### src/rtl/binning_pkg.sv
// Shared types, default geometry and helpers for the K x K binning sequencer.
package binning_pkg;

  // Sequencer states; also driven out on the debug state port.
  typedef enum logic [1:0] {
    ST_IDLE     = 2'd0,
    ST_WAIT_SOF = 2'd1,
    ST_ACTIVE   = 2'd2
  } state_e;

  // Default raster geometry and the widths derived from it.
  localparam int HRES_DEF   = 1280;
  localparam int VRES_DEF   = 720;
  localparam int KERNEL_DEF = 4;
  localparam int HWIDTH     = $clog2(HRES_DEF);
  localparam int VWIDTH     = $clog2(VRES_DEF);
  localparam int PHASE_W    = $clog2(KERNEL_DEF);

  // Widest one-hot select the rotate helper handles.
  localparam int MAX_K = 32;

  // Rotate the low k bits of a one-hot vector left by one, MSB wrapping to bit 0.
  // Bits at or above k are returned as zero.
  function automatic logic [MAX_K-1:0] rotl_onehot(input logic [MAX_K-1:0] v,
                                                   input int unsigned      k);
    logic [MAX_K-1:0] r;
    logic [4:0]       idx;
    r = '0;
    for (int i = 0; i < MAX_K; i++) begin
      if (i < k) begin
        idx    = 5'((i + 1) % k);
        r[idx] = v[i];
      end
    end
    return r;
  endfunction

endpackage

### src/rtl/binning_sched_raster_checker.sv
// Raster follower: remembers the expected column and the last row seen, and
// flags start-of-frame, end-of-frame, row advance and raster discontinuities
// for the pixel currently on the inputs.
module raster_checker
  import binning_pkg::*;
#(
  parameter int HRES = HRES_DEF,
  parameter int VRES = VRES_DEF
) (
  input  logic                    i_clk,
  input  logic                    i_rst_n,
  input  logic                    i_valid,
  input  logic [$clog2(HRES)-1:0] i_hcount,
  input  logic [$clog2(VRES)-1:0] i_vcount,
  input  logic                    i_update,
  output logic                    o_sof,
  output logic                    o_eof,
  output logic                    o_row_advance,
  output logic                    o_disc
);

  localparam int H_W = $clog2(HRES);
  localparam int V_W = $clog2(VRES);

  logic [H_W-1:0] r_exp_col;
  logic [V_W-1:0] r_last_v;

  logic [V_W:0]   w_v_plus1;
  logic           w_v_is_next;
  logic           w_v_same;
  logic           w_col_ok;
  logic           w_h_zero;
  logic           w_h_last;

  // One wider than the row counter so the last row + 1 never aliases row 0.
  assign w_v_plus1   = {1'b0, r_last_v} + (V_W+1)'(1);
  assign w_v_is_next = ({1'b0, i_vcount} == w_v_plus1);
  assign w_v_same    = (i_vcount == r_last_v);
  assign w_col_ok    = (i_hcount == r_exp_col);
  assign w_h_zero    = (i_hcount == '0);
  assign w_h_last    = (i_hcount == H_W'(HRES - 1));

  assign o_sof         = i_valid & w_h_zero & (i_vcount == '0);
  assign o_eof         = i_valid & w_h_last & (i_vcount == V_W'(VRES - 1));
  assign o_row_advance = i_valid & w_h_zero & w_v_is_next;
  // Wrong column, a row jump other than +1, or a row change before the line finished.
  assign o_disc        = i_valid &
                         (~w_col_ok | (~w_v_same & (~w_v_is_next | (r_exp_col != '0))));

  // Track position of the last accepted pixel; expected column wraps at line end.
  always_ff @(posedge i_clk or negedge i_rst_n) begin
    if (!i_rst_n) begin
      r_exp_col <= '0;
      r_last_v  <= '0;
    end else if (i_update) begin
      r_exp_col <= w_h_last ? '0 : (i_hcount + H_W'(1));
      r_last_v  <= i_vcount;
    end
  end

endmodule

### src/rtl/binning_sched.sv
// K x K binning sequencer: locks to start-of-frame, rotates the one-hot
// line-buffer write select per row, and issues tile clear/emit strobes with
// binned coordinates. All outputs are registered one cycle after their pixel.
//
// Handshake: data_valid_in qualifies hcount_in/vcount_in for one cycle; there is
// no backpressure, a low data_valid_in is a stall that holds all tracking state.
module binning_sched
  import binning_pkg::*;
#(
  parameter int HRES        = HRES_DEF,
  parameter int VRES        = VRES_DEF,
  parameter int KERNEL_SIZE = KERNEL_DEF
) (
  input  logic                                          clk_in,
  input  logic                                          rst_n_in,
  input  logic                                          enable_in,
  input  logic [$clog2(HRES)-1:0]                       hcount_in,
  input  logic [$clog2(VRES)-1:0]                       vcount_in,
  input  logic                                          data_valid_in,
  output logic [KERNEL_SIZE-1:0]                        wr_sel_out,
  output logic [$clog2(KERNEL_SIZE)-1:0]                row_phase_out,
  output logic [$clog2(KERNEL_SIZE)-1:0]                col_phase_out,
  output logic                                          clear_acc_out,
  output logic                                          emit_out,
  output logic [$clog2(HRES)-$clog2(KERNEL_SIZE)-1:0]   hcount_out,
  output logic [$clog2(VRES)-$clog2(KERNEL_SIZE)-1:0]   vcount_out,
  output logic                                          frame_done_out,
  output logic                                          line_err_out,
  output logic                                          busy_out,
  output state_e                                        dbg_state_out
);

  localparam int H_W = $clog2(HRES);
  localparam int V_W = $clog2(VRES);
  localparam int P_W = $clog2(KERNEL_SIZE);
  localparam logic [P_W-1:0] PH_LAST = P_W'(KERNEL_SIZE - 1);

  // Geometry sanity checks at elaboration.
  if (KERNEL_SIZE < 2 || (KERNEL_SIZE & (KERNEL_SIZE - 1)) != 0) begin : g_chk_k
    $error("binning_sched: KERNEL_SIZE must be a power of two >= 2");
  end
  if (KERNEL_SIZE > MAX_K) begin : g_chk_kmax
    $error("binning_sched: KERNEL_SIZE exceeds MAX_K");
  end
  if (HRES % KERNEL_SIZE != 0) begin : g_chk_h
    $error("binning_sched: HRES must be a multiple of KERNEL_SIZE");
  end
  if (VRES % KERNEL_SIZE != 0) begin : g_chk_v
    $error("binning_sched: VRES must be a multiple of KERNEL_SIZE");
  end

  state_e                 r_state;
  state_e                 w_next_state;

  logic                   w_sof;
  logic                   w_eof;
  logic                   w_row_adv;
  logic                   w_disc;
  logic                   w_accept_sof;
  logic                   w_accept_pix;
  logic                   w_take;
  logic                   w_err;

  logic [KERNEL_SIZE-1:0] r_row_sel;
  logic [KERNEL_SIZE-1:0] w_rot_sel;
  logic [KERNEL_SIZE-1:0] w_sel_now;

  logic [KERNEL_SIZE-1:0] r_wr_sel,   w_wr_sel_d;
  logic [P_W-1:0]         r_row_ph,   w_row_ph_d;
  logic [P_W-1:0]         r_col_ph,   w_col_ph_d;
  logic                   r_clear,    w_clear_d;
  logic                   r_emit,     w_emit_d;
  logic [H_W-P_W-1:0]     r_hbin,     w_hbin_d;
  logic [V_W-P_W-1:0]     r_vbin,     w_vbin_d;
  logic                   r_fdone,    w_fdone_d;
  logic                   r_lerr,     w_lerr_d;

  raster_checker #(
    .HRES (HRES),
    .VRES (VRES)
  ) u_raster_checker (
    .i_clk         (clk_in),
    .i_rst_n       (rst_n_in),
    .i_valid       (data_valid_in),
    .i_hcount      (hcount_in),
    .i_vcount      (vcount_in),
    .i_update      (w_take),
    .o_sof         (w_sof),
    .o_eof         (w_eof),
    .o_row_advance (w_row_adv),
    .o_disc        (w_disc)
  );

  // A pixel is consumed either as the locking SOF or as a clean pixel mid-frame.
  assign w_accept_sof = (r_state == ST_WAIT_SOF) & enable_in & w_sof;
  assign w_accept_pix = (r_state == ST_ACTIVE) & data_valid_in & ~w_disc;
  assign w_take       = w_accept_sof | w_accept_pix;
  assign w_err        = (r_state == ST_ACTIVE) & w_disc;
  assign w_rot_sel    = KERNEL_SIZE'(rotl_onehot(MAX_K'(r_row_sel), KERNEL_SIZE));

  // State register.
  always_ff @(posedge clk_in or negedge rst_n_in) begin
    if (!rst_n_in) r_state <= ST_IDLE;
    else           r_state <= w_next_state;
  end

  // Next-state: frames always run to their last pixel unless the raster breaks.
  always_comb begin
    w_next_state = r_state;
    unique case (r_state)
      ST_IDLE: begin
        if (enable_in) w_next_state = ST_WAIT_SOF;
      end
      ST_WAIT_SOF: begin
        if (!enable_in)  w_next_state = ST_IDLE;
        else if (w_sof)  w_next_state = ST_ACTIVE;
      end
      ST_ACTIVE: begin
        if (w_disc)     w_next_state = ST_WAIT_SOF;
        else if (w_eof) w_next_state = enable_in ? ST_WAIT_SOF : ST_IDLE;
      end
      default: w_next_state = ST_IDLE;
    endcase
  end

  // Output decode for the current pixel; strobes only for consumed pixels, phases hold otherwise.
  always_comb begin
    w_sel_now = r_row_sel;
    if (w_accept_sof)   w_sel_now = KERNEL_SIZE'(1);
    else if (w_row_adv) w_sel_now = w_rot_sel;

    w_wr_sel_d = '0;
    w_row_ph_d = r_row_ph;
    w_col_ph_d = r_col_ph;
    w_clear_d  = 1'b0;
    w_emit_d   = 1'b0;
    w_hbin_d   = r_hbin;
    w_vbin_d   = r_vbin;
    if (w_take) begin
      w_wr_sel_d = w_sel_now;
      w_row_ph_d = vcount_in[P_W-1:0];
      w_col_ph_d = hcount_in[P_W-1:0];
      w_clear_d  = (hcount_in[P_W-1:0] == '0) & (vcount_in[P_W-1:0] == PH_LAST);
      w_emit_d   = (hcount_in[P_W-1:0] == PH_LAST) & (vcount_in[P_W-1:0] == PH_LAST);
      if (w_emit_d) begin
        w_hbin_d = hcount_in[H_W-1:P_W];
        w_vbin_d = vcount_in[V_W-1:P_W];
      end
    end
    w_fdone_d = w_accept_pix & w_eof;
    w_lerr_d  = w_err;
  end

  // Row select memory: loaded on SOF, rotated on each new row.
  always_ff @(posedge clk_in or negedge rst_n_in) begin
    if (!rst_n_in)   r_row_sel <= '0;
    else if (w_take) r_row_sel <= w_sel_now;
  end

  // Output registers.
  always_ff @(posedge clk_in or negedge rst_n_in) begin
    if (!rst_n_in) begin
      r_wr_sel <= '0;
      r_row_ph <= '0;
      r_col_ph <= '0;
      r_clear  <= 1'b0;
      r_emit   <= 1'b0;
      r_hbin   <= '0;
      r_vbin   <= '0;
      r_fdone  <= 1'b0;
      r_lerr   <= 1'b0;
    end else begin
      r_wr_sel <= w_wr_sel_d;
      r_row_ph <= w_row_ph_d;
      r_col_ph <= w_col_ph_d;
      r_clear  <= w_clear_d;
      r_emit   <= w_emit_d;
      r_hbin   <= w_hbin_d;
      r_vbin   <= w_vbin_d;
      r_fdone  <= w_fdone_d;
      r_lerr   <= w_lerr_d;
    end
  end

  assign wr_sel_out     = r_wr_sel;
  assign row_phase_out  = r_row_ph;
  assign col_phase_out  = r_col_ph;
  assign clear_acc_out  = r_clear;
  assign emit_out       = r_emit;
  assign hcount_out     = r_hbin;
  assign vcount_out     = r_vbin;
  assign frame_done_out = r_fdone;
  assign line_err_out   = r_lerr;
  assign busy_out       = (r_state == ST_ACTIVE);
  assign dbg_state_out  = r_state;

endmodule

### config.mk
export PLATFORM = sky130hd
export DESIGN_NAME = binning_sched
export DESIGN_NICKNAME = d
export VERILOG_FILES = /design/src/rtl/binning_pkg.sv /design/src/rtl/binning_sched_raster_checker.sv /design/src/rtl/binning_sched.sv
export SDC_FILE = /design/constraint.sdc
export NUM_CORES = 1
export LEC_CHECK = 0
export BUFFER_PORTS_ARGS = -buffer_cell sky130_fd_sc_hd__buf_2
export CAP_MARGIN = 20
export CORE_ASPECT_RATIO = 0.7
export CORE_MARGIN = 2
export CORE_UTILIZATION = 60
export DETAILED_ROUTE_END_ITERATION = 8
export PLACE_DENSITY_LB_ADDON = 0.15
export SETUP_SLACK_MARGIN = 0.5
export SLEW_MARGIN = 20
export SYNTH_ARGS = -nofsm -noshare
export SYNTH_HDL_FRONTEND = slang
export SYNTH_SLANG_ARGS = --single-unit
### constraint.sdc
create_clock -name clk_in -period 4.1 [get_ports clk_in]
set_input_delay 0.82 -clock clk_in [delete_from_list [all_inputs] [get_ports clk_in]]
set_output_delay 0.82 -clock clk_in [all_outputs]
set_load 0.03 [all_outputs]
# ---- Yosys cells after proc, flatten, opt, wreduce, memory -nomap -nowiden
# Index checks and enable logic that the tools add are counted.
# Widths: inputs -> output; s select.
dict set report word_totals {
  word_cells 69
  output_inout_bits 32
  input_bits 25
  ff_bits 56
}
dict set report op_classes {
  n_reduce_logical 7
  n_mux 13
  eq_ne 12
  bitwise 22
  n_addsub 2
}
# op n
set ops {}
lappend ops {{$and 1x1->1} 15}
lappend ops {{$mux 4} 3}
lappend ops {{$add 10x1->11 const B} 1}
lappend ops {{$add 11x1->11 const B} 1}
lappend ops {{$eq 10x11->1} 1}
lappend ops {{$eq 11x11->1} 1}
lappend ops {{$eq 11x11->1 const B} 1}
lappend ops {{$logic_not 11->1} 1}
lappend ops {{$mux 11} 1}
lappend ops {{$reduce_bool 11->1} 1}
lappend ops {{$eq 10x10->1} 1}
lappend ops {{$eq 10x10->1 const B} 1}
lappend ops {{$logic_not 10->1} 1}
lappend ops {{$mux 2} 5}
lappend ops {{$eq 2x2->1 const B} 3}
lappend ops {{$pmux 2 s3} 1}
lappend ops {{$logic_not 2->1} 2}
lappend ops {{$not 1->1} 4}
lappend ops {{$mux 1} 3}
lappend ops {{$ne 3x1->1 const B} 1}
lappend ops {{$ne 3x3->1 const B} 1}
lappend ops {{$or 1x1->1} 3}
lappend ops {{$reduce_and 3->1} 1}
lappend ops {{$eq 2x1->1 const B} 1}
lappend ops {{other kinds (2)} 2}

# ---- Longest topological paths before layout
# Gate-level depths: netlist of run 1.
dict set report logic_depth {
  word_depth 11
  ltp_mapped 11
}

# ---- Cells and area by module
# A second synthesis of run 1 with hierarchy kept.
dict set report unflattened {
  cells_unflattened 279
  hier_area_um2 3088.0
}
# module cells_each n_inst area_per_inst_um2
set modules_own_cells {}
lappend modules_own_cells {raster_checker 180 1 1624.1}
lappend modules_own_cells {binning_sched 99 1 1463.9}

# ---- Worst setup path before layout of run 1
# OpenSTA, ideal clock, no wires.
dict set report synth_timing {
  kind {in2reg}
  startpoint {input port vcount_in[1]}
  endpoint {register r_hbin[1], in the netlist hcount_out[1]}
  arrival_time_ns 2.745
  setup_ns 0.125
  path_slack_ns 1.230
  n_path_buf 2
  cell_stages 9
  cell_sequence {clkbuf_1 > xnor2_1 > o211ai_1 > a211o_1 > a211oi_4 > a31oi_4 > nor2_8 > buf_12 > mux2_4}
}
dict set report synth_via {
  elab_chain_cells 10
  word_cells_on_any_way 17
}
# item line_no
set synth_lines {}
lappend synth_lines {{start: declaration} binning_sched.sv:18} ;# input logic [$clog2(VRES)-1:0] vcount_in,
lappend synth_lines {{$eq 10x11->1} binning_sched_raster_checker.sv:37} ;# assign w_v_is_next = ({1'b0, i_vcount} == w_v_plus1);
lappend synth_lines {{$not 1->1} binning_sched_raster_checker.sv:48} ;# (~w_col_ok | (~w_v_same & (~w_v_is_next | (r_exp_col != '0))));
lappend synth_lines {{$or 1x1->1} binning_sched_raster_checker.sv:48}
lappend synth_lines {{$and 1x1->1} binning_sched_raster_checker.sv:48}
lappend synth_lines {{$or 1x1->1} binning_sched_raster_checker.sv:48}
lappend synth_lines {{$and 1x1->1} binning_sched_raster_checker.sv:47} ;# assign o_disc = i_valid &
lappend synth_lines {{$not 1->1} binning_sched.sv:96} ;# assign w_accept_pix = (r_state == ST_ACTIVE) & data_valid_in & ~w_disc;
lappend synth_lines {{$and 1x1->1} binning_sched.sv:96}
lappend synth_lines {{$or 1x1->1} binning_sched.sv:97} ;# assign w_take = w_accept_sof | w_accept_pix;
lappend synth_lines {{$reduce_and 2->1 (no line) (*)} --}
lappend synth_lines {{end signal: assignment} binning_sched.sv:178} ;# r_hbin <= w_hbin_d;
lappend synth_lines {{end: declaration} binning_sched.sv:73} ;# logic [H_W-P_W-1:0] r_hbin, w_hbin_d;
# Every way passes the cells marked *; elsewhere a longest branch is shown, timed or not.
# A chain may end at the register's enable or synchronous reset.

# ---- Final worst setup path of run 1
dict set report layout_timing {
  startpoint {input port vcount_in[9]}
  endpoint {register r_vbin[5], in the netlist vcount_out[5]}
}
dict set report layout_via {
  elab_chain_cells 10
  word_cells_on_any_way 15
}
# item line_no
set layout_lines {}
lappend layout_lines {{$eq 10x11->1} binning_sched_raster_checker.sv:37}
lappend layout_lines {{$not 1->1} binning_sched_raster_checker.sv:48}
lappend layout_lines {{$or 1x1->1} binning_sched_raster_checker.sv:48}
lappend layout_lines {{$and 1x1->1} binning_sched_raster_checker.sv:48}
lappend layout_lines {{$or 1x1->1} binning_sched_raster_checker.sv:48}
lappend layout_lines {{$and 1x1->1} binning_sched_raster_checker.sv:47}
lappend layout_lines {{$not 1->1} binning_sched.sv:96}
lappend layout_lines {{$and 1x1->1} binning_sched.sv:96}
lappend layout_lines {{$or 1x1->1 (*)} binning_sched.sv:97}
lappend layout_lines {{$reduce_and 2->1 (no line) (*)} --}
lappend layout_lines {{end signal: assignment} binning_sched.sv:179} ;# r_vbin <= w_vbin_d;
lappend layout_lines {{end: declaration} binning_sched.sv:74} ;# logic [V_W-P_W-1:0] r_vbin, w_vbin_d;
# Marked as above.

==> results of run 1 <==
[power groups by stage]
| stage | Combinational (W) | Clock (W) | Sequential, W |
|---|---|---|---|
| 2_1_floorplan | 0.0000454 | 0 | 0.000545 |
| 3_3_place_gp | 0.0000832 | 0 | 0.000544 |
| 3_5_place_dp | 0.0000846 | 0 | 0.000544 |
| 4_1_cts | 0.0000851 | 0.000306 | 0.000533 |
| 5_1_grt | 0.0000954 | 0.000331 | 0.000534 |
| 6_report | 0.0000850 | 0.000304 | 0.000533 |
[metrics by stage]
stage / setup slack [ns] / instances / instance area [um2]
floorplan: 1.230 / 328 / 3181
global placement: 0.7141 / 436 / 3442
detailed placement: 0.5966 / 436 / 3442
CTS: 0.9368 / 444 / 3533
global route: 0.8032 / 444 / 3533
finish: 0.8866 / 444 / 3533
[cell families (layout without fill, tap and decap cells)]
logic type / Yosys count / count (layout) / share of synthesized area (%)
xor+xnor: 30 / 30 / 8.261
flops: 54 / 54 / 42.49
fa+ha+maj: 3 / 3 / 1.180
compound gates: 56 / 56 / 13.41
mux: 19 / 19 / 7.868
simple gates: 137 / 137 / 22.19
buf+inv: 29 / 73 / 4.603
[area by class of cell]
cell class	count	area, um2	share of cell area (%)
clock buffer	7	86.33	2.443
clock inverter	1	5.005	0.1416
inverter	8	30.03	0.8499
multi-input combinational	245	1683	47.63
sequential	54	1351	38.24
tap	72	90.09	2.550
timing repair buffer	57	287.8	8.144
[layout by cell type, fill, tap and decap left out, types with 2 or more instances in the layout]
master    instances
a21boi_0          3
a21o_1            2
a21oi_1          15
a22o_1            3
a31o_2            6
and2_1            5
and3_1            5
and4_1            2
buf_2            56
clkbuf_8          6
dfrtp_1          54
ha_1              3
inv_1             8
mux2_2            8
mux2_4           10
nand2_1          49
nand2b_1          2
nand3_1          13
nand4_1           7
nand4b_1          2
nor2_1           22
nor2b_1           6
nor3_1            2
nor3b_1           2
nor4_1           11
o211ai_1          5
o21ai_0           6
o31ai_1           3
or4_1             2
xnor2_1          21
xor2_1            9
[path summary, 6_finish.rpt]
path	from	end	slack, ns	depth (start not counted)
worst max register to register	row_phase_out[0]	vcount_out[5]	0.96	8
worst min-delay path	col_phase_out[0]	col_phase_out[0]	0.49	2
min in group asynchronous	rst_n_in	wr_sel_out[2]	0.51	1
worst min register to register	col_phase_out[0]	col_phase_out[0]	0.49	2
worst max-delay path	vcount_in[9]	vcount_out[5]	0.89	8
max in group asynchronous	rst_n_in	u_raster_checker.r_exp_col[1]	2.83	2
[worst max-delay path, delay by kind of cell]
kind,cells,cell delay [ns]
AO/OA/AOI/OAI,4,1.13
AND/OR/NAND/NOR,1,0.46
XOR/XNOR,1,0.44
multiplexers,1,0.40
buffers and inverters,1,0.15
[registers in the layout, indices dropped and copies added, names as in the netlist]
| signal | flops |
|---|---|
| clear_acc_out | 1 |
| frame_done_out | 1 |
| hcount_out | 9 |
| u_raster_checker.r_last_v | 9 |
| line_err_out | 1 |
| col_phase_out | 2 |
| emit_out | 1 |
| wr_sel_out | 4 |
| row_phase_out | 1 |
| dbg_state_out | 2 |
| vcount_out | 8 |
| u_raster_checker.r_exp_col | 11 |
| r_row_sel | 4 |
[layer usage]
layer  vias up  part of all wire [%]  GRT usage [%]
li1       1241                     -              -
met1      1253                    49          40.98
met2       102                    42          38.70
met3         6                   7.4          5.000
met4         0                  0.83          5.492
met5         -                     0              0
==> impl_results.md, run 1 <==
* Post-Route Utilization at slightly below 70%
* Vias in the first global route at 2,433
* Share of the synthesized area in the top cell type at roughly 42%
* DIE HEIGHT at 64.92 um
* Synthesis-stage register bit count at 54
* Final Hold Fails at 0
* Static leakage at 1.739 nW
* Worst-Margin Slew at approximately 0.8 ns
* Grt total ovfl at 0
* Ports at between 50 and 60
* Switching Fraction at between 20% and 30%
* Worst path arrival time at 3.40 ns
* Rel. slew slack at 47.75%
* Yosys warnings at 0
* CTS Buf Count at 5
* Detailed Place HPWL at 5410 um
* Type of the worst setup path: input pin to register
* Final Setup Violations at 0
* CTS clk-pin slew, worst paths at around 0.090 ns
* Area Overhead vs Synth at 11.09%
* Post-route ant nets at 0
* Fmax at around 310 MHz
* Crit path cell chain: buf_2 -> xnor2_1 -> o211a_1 -> a311oi_2 -> a211oi_4 -> a31oi_4 -> nor2_8 -> mux2_2
* Share of cells above drive strength 1 at approximately a quarter
* Pint at 0.0006984 W
* Post-synth top cells: dfrtp_1 (54), nand2_1 (49), nor2_1 (22)
* Vias per Instance at 5.860
* Mean Syn Cell Area at just under 10 um2
* Filler cells at 454
* DRC at 0
* CP max-delay cell: nor2_8
* Period utilization at between 70 and 80%
* Sw Pwr at 0.0002240 W
* GPL Wtd Cong at between 0.9 and 1
* Synth Flop Type: dfrtp_1
* Port Buf Inserts at 56
* CTS Hold Bufs at 0
* Clock Sink Count at between 50 and 60
* Status: finished, final reports clean
* Synth area leaders: dfrtp_1 (42%), nand2_1 (5.8%), xnor2_1 (5.8%)
* Clock Latency Late Sink at around 0.30 ns
* Drt first pass iters at 4
* Post-synthesis cell type count at 55
* Max Clock Skew at between 0.006 and 0.007 ns
* Post-synthesis instance total at ~330
* GRT Total Usage at between 20% and 30%
* Hold_ws at around 0.5 ns
* CP endpoint kind: register
* Area leader, netlist: dfrtp_1
* Global-route wire length before repair at 12,320 um
* Syn_nets at roughly 360
* ANT cells at 0
* Power per cell area at 261.1 nW/um2
* Layout Nets at ~400
* Worst vdd ir at around 0.19 mV
* Worst setup SP type: input pin
* FP Rows at 22
* Setup TNS at 0 ns
* Period minus WS final at roughly 3.2 ns
* Ys async rst share at between 90% and 100%
* Synthesized area at approximately 3200 um2
* Largest net degree at the start of global routing at 30
* Combinational share of power at 9.2%
* Max FO, Critical Path at 23
* Core Area at 5175 um2
* Setup Buffers After CTS at 0
* Seq pwr share at 57.8%
* Share of the yosys chip area belonging to registers at 42.49%
* Clk buf depth at 2
* Max-slew violations at 0
* Most numerous cell in the Yosys netlist: dfrtp_1
* Critical Path Max Stage Delay at ~0.46 ns
* Post_cts resized at 0
* Clock Power Share at about a third
* RSZ-0062 raised after global routing: no
* Via count at between 2,000 and 3,000
* Wire per inst at 16.34 um
* Starting density of the core at between 60 and 70%
* Htree depth at 2
* Number of DRC markers in iteration 0 at ~190
* Root buf cell: clkbuf_8
* Chip width at just over 90 um
* DRT Wirelength at around 7300 um
* Antenna violations before repair at 0
* Crit path required time at between 4 and 5 ns
* Die area at 5909 um2
* Post-synth EDFFs at 0
* Hold crit path type: register to register
* TritonCTS clock tree: done
* Max Cap Violations at 0
* Total power at about 0.0009 W
No activity file was read; power rests on OpenSTA's default activity.
==> inputs of run 2 (changes only) <==
--- a/config.mk
+++ b/config.mk
@@ -5,11 +5,12 @@
 export SDC_FILE = /design/constraint.sdc
 export NUM_CORES = 1
 export LEC_CHECK = 0
+export ABC_AREA = 1
 export BUFFER_PORTS_ARGS = -buffer_cell sky130_fd_sc_hd__buf_2
 export CAP_MARGIN = 20
 export CORE_ASPECT_RATIO = 0.7
 export CORE_MARGIN = 2
-export CORE_UTILIZATION = 60
+export CORE_UTILIZATION = 51
 export DETAILED_ROUTE_END_ITERATION = 8
 export PLACE_DENSITY_LB_ADDON = 0.15
 export SETUP_SLACK_MARGIN = 0.5
==> constraint.sdc (replaced) <==
create_clock -name clk_in -period 2.65 [get_ports clk_in]
set_input_delay 0.53 -clock clk_in [delete_from_list [all_inputs] [get_ports clk_in]]
set_output_delay 0.53 -clock clk_in [all_outputs]
set_load 0.03 [all_outputs]
==> impl_results.md, run 2 <==
* Final Setup Violations at 0 (unchanged)
* Detailed Place HPWL at 5965 um (+10%)
* Synthesis-stage register bit count at 54 (unchanged)
* Worst vdd ir at 0.2540 mV (+35%)
* Yosys warnings at 0 (unchanged)
* Most frequent cells in the layout: nand2_1 (134), buf_2 (56), inv_1 (54), dfrtp_1 (54), nand3_1 (35)
* Type of the worst setup path: register to register
* Power per cell area at 407.9 nW/um2 (+56%)
* Most numerous cell in the Yosys netlist: nand2_1
* Ports at 57 (unchanged)
* Register area at 1351 um2 (unchanged)
* Die area at 6842 um2 (+16%)
* Post-Synth Adder-Cell Area at 1.190% (+0.0094 points)
* Share of the yosys chip area belonging to registers at 42.82% (+0.34 points)
* Period minus WS final at about 2.2 ns
* Max-slew violations at 0 (unchanged)
* Synth area leaders: dfrtp_1 (43%), nand2_1 (17%), inv_1 (6.5%)
* Period utilization at roughly 84%
* Wire per inst at 14.29 um (-13%)
* Worst path arrival time at 2.50 ns (-0.90 ns)
* Crit path top cell by count: nand2_1
* Starting density of the core at 54.02% (-7.4 points)
* Synthesized area at 3156 um2 (-0.79%)
* FP Rows at 23 (+4.5%)
* Largest Register: u_raster_checker.r_exp_col
* Clock Sink Count at 54 (unchanged)
* Largest family of logic cells by synthesized area: simple AND/OR/NAND/NOR gates
* Mean Syn Cell Area at 7.237 um2 (-25%)
* Grt total ovfl at 0 (unchanged)
* Synth Area in XOR/XNOR at 4.163% (-4.1 points)
* Htree depth at 2 (unchanged)
* TritonCTS clock tree: done
* Largest net degree at the start of global routing at 55 (+83%)
* Vias per Instance at 5.285 (-9.8%)
* Filler cells at 518 (+14%)
* Share of cells above drive strength 1 at 25.88% (+0.076 points)
* CP Depth at 16 (+8)
* Post-synth EDFFs at 0 (unchanged)
* Area Overhead vs Synth at 25.61%
* Hold_ws at 0.3100 ns (-0.1830 ns)
* Static leakage at 2.169 nW (+25%)
* GPL Wtd Cong at 0.8931 (-0.81%)
* CTS Hold Bufs at 0 (unchanged)
* GRT Total Usage at 24.94% (-1.5 points)
* Reg2Reg Depth at 16 (+8)
* Clock Latency Late Sink at 0.32 ns (+0.02 ns)
* Max Clock Skew at 0.008813 ns (+0.002661 ns)
* Via count at 3,092 (+19%)
* Post-synthesis instance total at 436 (+33%)
* Port Buf Inserts at 56 (unchanged)
* Layout Nets at 537 (+35%)
* Number of DRC markers in iteration 0 at 157 (-19%)
* CP max-delay cell: dfrtp_1
* Worst-Margin Slew at 0.6936 ns (-0.09019 ns)
* Fmax at about 450 MHz
* Crit path cell chain: ha_4 -> inv_2 -> nand2_2 -> nand2_1 -> nor2_1 -> nand2_1 -> nor2_2 -> nand2_1 -> nor2_2 -> nand3_1 -> nand2_2 -> nand4_4 -> nand2_4 -> buf_8 -> nand3_1 -> nand2_1
* Chip width at 98.02 um (+7.7%)
* Max reg flops at 11 (unchanged)
* Area leader, netlist: dfrtp_1
* Post-synthesis compound-gate area fraction at 5.670% (-7.7 points)
* Commonest non-fill, non-tap cell in the layout: nand2_1
* Critical Path Max Stage Delay at 0.43 ns (-0.03 ns)
* DIE HEIGHT at 69.81 um (+7.5%)
* RSZ-0062 raised after global routing: yes
* Share of the synthesized area in the top cell type at 42.82% (+0.34 points)
* Status: finished, final reports clean
* Synth Flop Type: dfrtp_1
* Mux contribution to synthesized area at 0% (-7.9 points)
* Worst setup SP type: register
* CTS Buf Count at 5 (unchanged)
* Final setup margin at 0.4195 ns (-0.4672 ns)
* Syn_nets at 464 (+30%)
* Setup TNS at 0 ns (unchanged)
* Post-synthesis cell type count at 34 (-38%)
* Delay-heaviest family, CP: simple AND/OR/NAND/NOR gates
* Post-Synth Simple-Gate Area at 36.52% (+14 points)
* CTS clk-pin slew, worst paths at 0.10 ns (about the same)
* Vias in the first global route at 2,863 (+18%)
* Core Area at 5842 um2 (+13%)
* CP endpoint kind: register
* DP Worst Slack at 0.09095 ns (-0.5057 ns)
* Post-synth top cells: nand2_1 (144), inv_1 (55), dfrtp_1 (54)
* Final Hold Fails at 0 (unchanged)
* Hold crit path type: input pin to asynchronous set/reset pin
* Crit path required time at 2.92 ns (-1.37 ns)
* DRC at 0 (unchanged)
* Ys async rst share at 100.0% (unchanged)
* Post-route ant nets at 0 (unchanged)
* Root buf cell: clkbuf_8
* Rel. slew slack at 53.76% (+6.0 points)
* Max Cap Violations at 0 (unchanged)
* Drt first pass iters at 5 (+1)
* Max FO, Critical Path at 7 (-70%)
* Antenna violations before repair at 0 (unchanged)
* ANT cells at 0 (unchanged)
* DRT Wirelength at 8361 um (+15%)
* Buf/Inv on CP at 2 (+1)
* Area of the multi-input gates at 1658 um2 (-1.5%)
* Clk buf depth at 2 (unchanged)
* Global-route wire length before repair at 13,670 um (+11%)
==> run 2: cell types whose count changed after synthesis, sizes merged, moves of 6 or more <==
cell   before  now
a31o        6    0
inv         8   56
mux2       18    0
nand3      14   41
nor4       12    4
xnor2      21    7
nand2      49  147
a21oi      15    3
nor2       23   36
o21ai       6   28
nor2b       6    0
nor3        2   13
==> run 2: cell families (layout without fill, tap and decap cells) <==
group | count (synthesis) | in the layout
buffers and inverters | 71 | 144
flip-flops | 54 | 54
AO/OA/AOI/OAI | 34 | 34
AND/OR/NAND/NOR | 259 | 260
XOR/XNOR | 15 | 15
adder cells (fa/ha/maj) | 3 | 3
==> run 2: layer usage <==
metal	up-vias	track usage, %	part of all wire (%)
met3	10	5.645	6.8
met2	98	37.98	45
met4	0	7.099	1.3
met1	1457	35.81	47
li1	1527	-	-
met5	-	0	0
==> run 2: cell type report <==
type | count | area share (%)
clock inverter | 3 | 1.105
clock buffer | 5 | 1.736
tap | 75 | 2.367
sequential | 54 | 34.09
inverter | 57 | 5.524
timing repair buffer | 79 | 13.35
multi-input combinational | 312 | 41.82
==> run 2: worst paths after layout <==
path	start	to	slack (ns)
min in group clk_in	vcount_in[7]	u_raster_checker.r_last_v[7]	0.46
worst min register to register	vcount_out[1]	vcount_out[1]	0.47
max in group asynchronous	rst_n_in	clear_acc_out	1.86
worst max register to register	u_raster_checker.r_last_v[1]	vcount_out[7]	0.42
worst min-delay path	rst_n_in	vcount_out[4]	0.31
worst max-delay path	u_raster_checker.r_last_v[1]	vcount_out[7]	0.42
==> run 2: repair_timing <==
item / CTS / global route
gates resized for setup: 24 / 40
endpoints found under the setup margin: 51 / 53
buffers inserted: 11 / 2
pin swaps: 1 / 8
cloned: 1 / 2
==> run 2: through the flow <==
step | std cells | utilization (%) | power, W | area, um2
after CTS | 581 | 65.00 | 0.001613 | 3797
after detailed placement | 561 | 59.91 | 0.001039 | 3500
after floorplan | 436 | - | 0.0009590 | 3156
after global placement | 561 | 59.91 | 0.001039 | 3500
final | 585 | 67.85 | 0.001617 | 3964
after global routing | 585 | 67.85 | 0.001684 | 3964
==> run 2: power breakdown <==
group	total, W	switching, W	internal [W]
clock	0.000584	0.000300	0.000284
sequential	0.000843	0.0000120	0.000831
combinational	0.000190	0.000128	0.0000615
==> inputs of run 3 (changes only) <==
--- a/config.mk
+++ b/config.mk
@@ -10,7 +10,7 @@
 export CAP_MARGIN = 20
 export CORE_ASPECT_RATIO = 0.7
 export CORE_MARGIN = 2
-export CORE_UTILIZATION = 51
+export CORE_UTILIZATION = 56
 export DETAILED_ROUTE_END_ITERATION = 8
 export PLACE_DENSITY_LB_ADDON = 0.15
 export SETUP_SLACK_MARGIN = 0.5
==> constraint.sdc (replaced) <==
create_clock -name clk_in -period 2.3 [get_ports clk_in]
set_input_delay 0.46 -clock clk_in [delete_from_list [all_inputs] [get_ports clk_in]]
set_output_delay 0.46 -clock clk_in [all_outputs]
set_load 0.03 [all_outputs]
==> impl_results.md, run 3 (same netlist as run 2, synthesis figures left out) <==
* Status: finished, violations left
* Violated checks: negative setup slack
* Global-route track usage on met3 at 4.638% (-1.0 points)
* FP Rows at 22 (-4.3%)
* Period utilization at 100.1%
* Layout Nets at 545 (+1.5%)
* Critical Path Max Stage Delay at 0.46 ns (+0.03 ns)
* ANT cells at 0 (unchanged)
* Max reg flops at 11 (unchanged)
* Met1 Usage GRT at 38.82% (+3.0 points)
* Worst vdd ir at 0.2568 mV (+1.1%)
* Final Hold Fails at 0 (unchanged)
* RSZ-0062 raised after global routing: yes
* DIE HEIGHT at 66.81 um (-4.3%)
* Chip width at 93.72 um (-4.4%)
* CP max-delay cell: nor4_1
* Post-route ant nets at 0 (unchanged)
* Rel. slew slack at 54.82% (+1.1 points)
* Reg2Reg Depth at 15 (-1)
* Vias in the first global route at 2,882 (+0.66%)
* Drt first pass iters at 5 (unchanged)
* Port Buf Inserts at 56 (unchanged)
* Area of the multi-input gates at 1693 um2 (+2.1%)
* CP endpoint kind: register
* Worst-Margin Slew at 0.6778 ns (-0.01586 ns)
* Worst path arrival time at 2.50 ns (about the same)
* CTS Buf Count at 5 (unchanged)
* GPL Wtd Cong at 0.8911 (-0.22%)
* Final setup margin at -0.001151 ns (-0.4206 ns)
* DRC at 0 (unchanged)
* Starting density of the core at 59.09% (+5.1 points)
* Final Setup Violations at 1 (+1)
* Fmax at ~430 MHz
* Power per cell area at 438.8 nW/um2 (+7.6%)
* Met2 GRT Util at 45.09% (+7.1 points)
* Reg2Reg Launch Point: u_raster_checker.r_last_v[1]
* GRT Total Usage at 27.81% (+2.9 points)
* Grt total ovfl at 0 (unchanged)
* Core Area at 5340 um2 (-8.6%)
* Htree depth at 2 (unchanged)
* Worst r2r dst: u_raster_checker.r_exp_col[8]
* Wire per inst at 14.50 um (+1.4%)
* Static leakage at 2.232 nW (+2.9%)
* Crit path cell chain: buf_2 -> inv_1 -> ha_1 -> inv_1 -> nor3_1 -> nand3_1 -> nor4_1 -> nand2_2 -> nand2_4 -> clkbuf_16 -> o21ai_0
* Number of DRC markers in iteration 0 at 190 (+21%)
* Vias per Instance at 5.392 (+2.0%)
* DP Worst Slack at -0.04969 ns (-0.1406 ns)
* Clk buf depth at 2 (unchanged)
* Max Cap Violations at 0 (unchanged)
* Hold crit path type: input pin to asynchronous set/reset pin
* Register area at 1353 um2 (about the same)
* Detailed Place HPWL at 5869 um (-1.6%)
* Type of the worst setup path: input pin to register
* Die area at 6261 um2 (-8.5%)
* DRT Wirelength at 8554 um (+2.3%)
* Worst setup SP type: input pin
* CP Capture Point: u_raster_checker.r_exp_col[8]
* Clock Sink Count at 54 (unchanged)
* Busiest grt layer: met2
* Share of cells above drive strength 1 at 27.03% (+1.1 points)
* Filler cells at 389 (-25%)
* Worst Setup SP: hcount_in[0]
* Crit path top cell by count: inv_1
* Total power at 0.001780 W (+10%)
* Antenna violations before repair at 0 (unchanged)
* Largest net degree at the start of global routing at 55 (unchanged)
* Setup TNS at -0.001151 ns (-0.001151 ns)
* Global-route wire length before repair at 13,450 um (-1.6%)
* Flop-to-flop setup slack at 0.03 ns (-0.39 ns)
* Max-slew violations at 0 (unchanged)
* TritonCTS clock tree: done
* Ports at 57 (unchanged)
* Most frequent cells in the layout: nand2_1 (130), buf_2 (56), inv_1 (54), dfrtp_1 (53), nand3_1 (34)
* Buf/Inv on CP at 4 (+2)
* Delay-heaviest family, CP: simple AND/OR/NAND/NOR gates
* CTS clk-pin slew, worst paths at 0.10 ns (about the same)
* Area Overhead vs Synth at 28.55%
* Clock Latency Late Sink at 0.31 ns (about the same)
* Commonest non-fill, non-tap cell in the layout: nand2_1
* CP Depth at 11 (-5)
* Largest Register: u_raster_checker.r_exp_col
* Max Clock Skew at 0.006111 ns (-0.002703 ns)
* Crit path required time at 2.50 ns (-0.42 ns)
* Max FO, Critical Path at 7 (unchanged)
* Period minus WS final at around 2.3 ns
* Root buf cell: clkbuf_8
* Via count at 3,181 (+2.9%)
run 3: worst register-to-register path, delay by kind of cell, from the launching register on:
family                   cells  cell delay (ns)
AND/OR/NAND/NOR             11             1.15
flip-flops                   1             0.42
adder cells (fa/ha/maj)      1             0.28
buffers and inverters        2             0.19
AO/OA/AOI/OAI                1             0.09
run 3: power by group:
part | switching [W] | total [W] | leakage [nW] | internal, W
Clock | 0.000329 | 0.000577 | 0.0478 | 0.000249
Combinational | 0.000151 | 0.000227 | 1.52 | 0.0000756
Sequential | 0.0000184 | 0.000976 | 0.663 | 0.000958
Total | 0.000498 | 0.00178 | 2.23 | 0.00128
run 3: worst min path at each step:
stage	to	slack [ns]
after floorplan	clear_acc_out	0.16
after global placement	hcount_out[3]	0.45
after detailed placement	hcount_out[5]	0.46
after CTS	vcount_out[2]	0.28
after global routing	row_phase_out[0]	0.31
final	emit_out	0.25
run 3: per-layer routing:
metal  vias up  wire (um)
met3        12        666
met5         -          0
met4         0        121
li1       1544          -
met1      1493       3806
met2       132       3959
run 3: layout make-up:
type / count / share of cell area [%]
multi-input combinational: 314 / 41.73
sequential: 54 / 33.34
timing repair buffer: 84 / 14.44
inverter: 57 / 5.614
tap: 72 / 2.221
clock buffer: 6 / 2.036
clock inverter: 2 / 0.4010
timing repair inverter: 1 / 0.2159
run 3: through the flow:
stage               instance area, um2  instances  utilization (%)  hold WS, ns
floorplan                         3167        436                -       0.1644
global placement                  3575        567            66.94       0.4487
detailed placement                3575        567            66.94       0.4583
CTS                               3842        581            71.95       0.2809
global route                      4056        590            75.96       0.3112
finish                            4056        590            75.96       0.2492
run 3: timing repair:
action,in CTS,in global routing
resized for setup,32,30
endpoints found under the setup margin,55,55
setup buffers,4,4
hold buffers,0,0
hold endpoints to repair,0,0
cloned,2,5
pin swaps,3,12
